==> src/rtl/xrv1_wb_arb.sv <==
// xrv1_wb_arb -- write-back arbiter and register busy scoreboard.
//
// The only producer of the integer register file write port. Results from
// N_SRC_P execution sources arrive over valid/ready handshakes. A
// combinational round-robin arbiter accepts at most one result per cycle.
// That result is registered onto the RF write port. A per-register busy
// scoreboard tracks destinations that are still in flight, so issue logic
// can stall on RAW and WAW hazards.
//
// Ports:
//   clk_i, rst_i             clock; asynchronous active-high reset
//   issue_v_i, issue_rd_i    instruction issuing with a register destination
//   issue_rdy_o              issue permitted (destination not busy, or x0)
//   rs0_addr_i, rs1_addr_i   sources of the instruction in decode
//   hazard_o                 a nonzero source register is busy
//   src_v_i/src_rd_i/src_data_i  per-source result handshake (packed by source)
//   src_rdy_o                per-source accept (one-hot or zero)
//   rd_w_en_o/rd_addr_o/rd_data_o  registered RF write port
//   busy_o                   scoreboard vector (bit 0 always 0)
module xrv1_wb_arb #(
    parameter int unsigned DATA_WIDTH_P    = 32,
    parameter int unsigned rf_addr_width_p = 5,
    parameter int unsigned rf_size_lp      = 1 << rf_addr_width_p,
    parameter int unsigned N_SRC_P         = 3
) (
    input  logic                                 clk_i,
    input  logic                                 rst_i,
    input  logic                                 issue_v_i,
    input  logic [rf_addr_width_p-1:0]           issue_rd_i,
    output logic                                 issue_rdy_o,
    input  logic [rf_addr_width_p-1:0]           rs0_addr_i,
    input  logic [rf_addr_width_p-1:0]           rs1_addr_i,
    output logic                                 hazard_o,
    input  logic [N_SRC_P-1:0]                   src_v_i,
    input  logic [N_SRC_P*rf_addr_width_p-1:0]   src_rd_i,
    input  logic [N_SRC_P*DATA_WIDTH_P-1:0]      src_data_i,
    output logic [N_SRC_P-1:0]                   src_rdy_o,
    output logic                                 rd_w_en_o,
    output logic [rf_addr_width_p-1:0]           rd_addr_o,
    output logic [DATA_WIDTH_P-1:0]              rd_data_o,
    output logic [rf_size_lp-1:0]                busy_o
);

    localparam int unsigned AW = rf_addr_width_p;
    localparam int unsigned DW = DATA_WIDTH_P;
    localparam int unsigned PW = (N_SRC_P > 1) ? $clog2(N_SRC_P) : 1;

    logic [PW-1:0]         ptr_q, ptr_d;
    logic [PW-1:0]         gnt_idx;
    logic                  gnt_any;
    logic [AW-1:0]         gnt_rd;
    logic [DW-1:0]         gnt_data;

    logic                  wen_q, wen_d;
    logic [AW-1:0]         addr_q, addr_d;
    logic [DW-1:0]         data_q, data_d;

    logic [rf_size_lp-1:0] busy_q, busy_d;
    logic [rf_size_lp-1:0] set_vec, clr_vec;

    // Round-robin search: the first valid source at or after the pointer.
    always_comb begin
        int unsigned cand;
        gnt_any = 1'b0;
        gnt_idx = '0;
        for (int unsigned i = 0; i < N_SRC_P; i++) begin
            cand = (32'(ptr_q) + i) % N_SRC_P;
            if (!gnt_any && src_v_i[cand]) begin
                gnt_any = 1'b1;
                gnt_idx = PW'(cand);
            end
        end
    end

    always_comb begin
        src_rdy_o = '0;
        if (gnt_any) begin
            src_rdy_o[gnt_idx] = 1'b1;
        end
        gnt_rd   = src_rd_i[gnt_idx*AW +: AW];
        gnt_data = src_data_i[gnt_idx*DW +: DW];
    end

    // The pointer advances past the granted source and holds when idle.
    always_comb begin
        ptr_d = ptr_q;
        if (gnt_any) begin
            ptr_d = (gnt_idx == PW'(N_SRC_P - 1)) ? '0 : gnt_idx + 1'b1;
        end
    end

    // Write stage. The address/data capture every accepted result, including
    // results for x0, whose write enable is suppressed.
    always_comb begin
        wen_d  = gnt_any && (gnt_rd != '0);
        addr_d = addr_q;
        data_d = data_q;
        if (gnt_any) begin
            addr_d = gnt_rd;
            data_d = gnt_data;
        end
    end

    // Scoreboard. Writing back busy_q & ~clr | set makes a same-cycle set win.
    always_comb begin
        issue_rdy_o = !busy_q[issue_rd_i] || (issue_rd_i == '0);
        hazard_o    = ((rs0_addr_i != '0) && busy_q[rs0_addr_i]) ||
                      ((rs1_addr_i != '0) && busy_q[rs1_addr_i]);
        set_vec = '0;
        clr_vec = '0;
        if (issue_v_i && issue_rdy_o && (issue_rd_i != '0)) begin
            set_vec[issue_rd_i] = 1'b1;
        end
        if (wen_q) begin
            clr_vec[addr_q] = 1'b1;
        end
        busy_d    = (busy_q & ~clr_vec) | set_vec;
        busy_d[0] = 1'b0;
    end

    always_ff @(posedge clk_i or posedge rst_i) begin
        if (rst_i) begin
            ptr_q  <= '0;
            wen_q  <= 1'b0;
            addr_q <= '0;
            data_q <= '0;
            busy_q <= '0;
        end else begin
            ptr_q  <= ptr_d;
            wen_q  <= wen_d;
            addr_q <= addr_d;
            data_q <= data_d;
            busy_q <= busy_d;
        end
    end

    assign rd_w_en_o = wen_q;
    assign rd_addr_o = addr_q;
    assign rd_data_o = data_q;
    assign busy_o    = busy_q;

endmodule

==> config.mk <==
export PLATFORM = sky130hd
export DESIGN_NAME = xrv1_wb_arb
export DESIGN_NICKNAME = d
export VERILOG_FILES = /design/src/rtl/xrv1_wb_arb.sv
export SDC_FILE = /design/constraint.sdc
export NUM_CORES = 1
export LEC_CHECK = 0
export BUFFER_PORTS_ARGS = -buffer_cell sky130_fd_sc_hd__buf_4
export CORE_MARGIN = 2
export CORE_UTILIZATION = 50
export CTS_BUF_LIST = sky130_fd_sc_hd__clkbuf_8
export CTS_CLUSTER_SIZE = 8
export DETAILED_ROUTE_END_ITERATION = 10
export PLACE_DENSITY = 0.84
export SLEW_MARGIN = 20
export SYNTH_ARGS = -nofsm -noshare
export SYNTH_HDL_FRONTEND = slang
export SYNTH_SLANG_ARGS = --single-unit
==> constraint.sdc <==
create_clock -name clk_i -period 10.07 [get_ports clk_i]
set_input_delay 2.5175 -clock clk_i [delete_from_list [all_inputs] [get_ports clk_i]]
set_output_delay 2.5175 -clock clk_i [all_outputs]
set_load 0.02 [all_outputs]
==> impl_metrics.csv <==
group,metric,value,unit
synth,synth_top_cell_by_area,"dfrtp_1",
clock_tree,clock_sinks,71,
critical_path,critical_path_class,"input port to output pin",
global_routing,grt_pass1_vias,4704,
run,maxCapViolations,0,
synth,synthTopCellsByCount,"dfrtp_1, o21ai_0, nand2_1, and3_1, nor2_1",
floorplan,die_y,102,um
pwr,power.density,340,nW/um^2
critical_path,crit_buf_inv,5,
route,top_layer_used,"met4",
placed_design,gp_congestion,0.942,
synth,synth_warnings,0,
pwr,worst_ir_drop_vdd,0.000175,V
timing,rsz0062_at_grt,"false",
synth,yosys-top-cells-area,"dfrtp_1, mux4_2, and3_1",
timing,maxSlewHeadroom,35.6,%
clock_tree,cts_max_path_buffers,2,
status,outcome,"finished, final reports clean",
synth,synth.distinct_cells,52,
synth,ys_seq_elements,71,
floorplan,fp.dieW,102,um
finish,nFillCells,699,
synth,synth_edf_count,0,
timing,layout_setup_ws,2.93,ns
floorplan,core,9240,sq um
clock_tree,cts_tree,"yes",
placed_design,dp_hpwl,11600,um
clock_tree,cts-root-buf,"clkbuf_8",
finish,syn_to_final_growth,36.5,%
clock_tree,cts_setup_buffers,0,
critical_path,cp_common_cell,"buf_4",
critical_path,worstSetupEndpointType,"output pin",
worst_hold_path,worstHoldPathType,"flop to flop",
placed_design,post_dp_cell_area,6310,sq um
finish,n_antenna_cell,0,
global_routing,grt_overflow_total,0,
finish,fin_nets,807,
critical_path,startpoint,"src_v_i[1]",
synth,postSynthCellCount,493,
route,antenna_left,0,
critical_path,worstPathMaxFanout,43,
placed_design,dp_slack,2.95,ns
timing,fin_crit_sh,70.9,%
critical_path,path_cells,"buf_4, inv_1, o32ai_1, a21o_1, buf_4, inv_2, nor3_1, buf_4",
clock_tree,hold_buffers,0,
critical_path,startpoint_type,"input port",
route,wl_met2,8070,um
synth,yosysSeqAreaShare,37.3,%
clock_tree,cts_buffers,9,
placed_design,port-buffer-count,205,
synth,syn_nets,629,
critical_path,arrival,4.62,ns
route,vias,4831,
clock_tree,htreeDepth,3,
route,wl_per_cell,19.1,um
route,wl_met3,1310,um
global_routing,grt_usage,29.1,%
critical_path,worstPathRequired,7.55,ns
critical_path,slowest_stage,"o32ai_1",
global_routing,grt_pass1_wl,23400,um
synth,syn_avg_cell_area,9.67,sq um
timing,fmax,0.140,GHz
timing,min_period,7.14,ns
timing,final.setup.tns,0,ns
floorplan,rows,35,
route,drc,0,
floorplan,initial_core_util,51.6,%
critical_path,cp_top_family,"buffers and inverters",
synth,yosys_most_used_dff,"dfrtp_1",
timing,tightest_slew,0.967,ns
route,drt-initial-drc-count,272,
critical_path,rr_startpoint,"ptr_q[1]",
finish,drive_gt1_share,39.2,%
critical_path,max_stage_delay,0.51,ns
clock_tree,cts_resized,0,
route,wl_met1,5610,um
finish,fin_util,70.5,%
synth,synth_top_cell_area_share,37.3,%
finish,post-route-cell-area,6510,sq um
timing,setup_violations,0,
clock_tree,clkLatencyLatePin,0.35,ns
timing,final_hold_viol_count,0,
clock_tree,path_clk_slew,0.08,ns
timing,finalMaxSlewViolations,0,
synth,synth.most_common_cell,"dfrtp_1",
route,routed_wl,15400,um
floorplan,die_area,10300,sq um
route,viasPerCell,6.00,
synth,syn_area,4770,sq um
floorplan,ios,207,
pwr,leakage,2.95,nW
worst_hold_path,hold_start,"rd_data_o[15]",
synth,async_reset_ff_share,100,%
timing,clock_skew,0.0102,ns
route,drt-pass1-iter-count,4,
global_routing,antenna_found_initial,0,
global_routing,grt_max_degree,79,
==> logic make-up after synthesis <==
| logic type | share of synthesized area (%) |
|---|---|
| buffers and inverters | 4.96 |
| muxes | 15.2 |
| DFF | 37.3 |
| adders and majority gates | 1.05 |
| other | 0.0786 |
| AOI/OAI and AO/OA | 23.4 |
| and+or+nand+nor | 18.1 |
==> sequential cells by signal (all words and copies together) (netlist names) <==
signal and count:
ptr_q 2, busy_o 31, rd_w_en_o 1, rd_data_o 32, rd_addr_o 5
==> per-layer routing <==
metal,GRT usage [%],vias up
li1,-,2228
met1,34.0,2308
met2,51.5,263
met3,6.49,32
met4,12.3,0
met5,0,-
==> power by group <==
group          internal [mW]  leakage (nW)  switching [mW]
Sequential             0.443         0.845           0.170
Combinational          0.597          2.01           0.779
Clock                  0.115        0.0933           0.113
==> layout by cell type, fill, tap and decap left out, drive strengths merged, types with 4 or more instances in the layout <==
master and n:
buf 209, a32oi 8, nor2 36, mux2i 13, a211oi 31, a21oi 5
or3b 5, and3 38, ha 4, nand2 44, o31ai 31, nand3b 7
dfrtp 71, mux4 23, o21ai 77, mux2 5, nand3 5, clkbuf 9
inv 11
==> cell type report <==
class	count	area (sq um)	share of cell area [%]
clock buffers	9	124	1.90
flip-flops and latches	71	1780	27.3
multi-input cells	371	2770	42.6
clock inverters	7	73.8	1.13
well taps	129	161	2.48
inverters	9	33.8	0.519
repair buffers	209	1570	24.1
==> worst reg2reg max path, stage by stage, from the launching register on <==
cell and delay (ns):
dfrtp_1 0.42, inv_1 0.10, ha_1 0.38, inv_1 0.20, o32ai_1 0.60, a21o_1 0.15, buf_4 0.43, inv_2 0.38
o31ai_1 0.51, a41oi_1 0.18
==> metrics by stage <==
stage | total power [mW] | hold slack [ns] | std cells
3_3_place_gp | 1.93 | 0.464 | 789
4_1_cts | 2.20 | 0.485 | 805
2_1_floorplan | 1.49 | 0.526 | 493
3_5_place_dp | 1.98 | 0.468 | 789
6_report | 2.22 | 0.483 | 805
5_1_grt | 2.35 | 0.510 | 805
==> final timing paths <==
check	to	slack (ns)	cells after the start
worst min-delay path	rd_data_o[15]	0.48	2
worst max register to register	rd_w_en_o	6.57	9
worst min register to register	rd_data_o[15]	0.48	2
worst max-delay path	src_rdy_o[0]	2.93	8
max in group asynchronous	busy_o[12]	7.05	3
min in group asynchronous	busy_o[27]	2.42	3
Note: power is estimated with default switching activity, not from simulation.
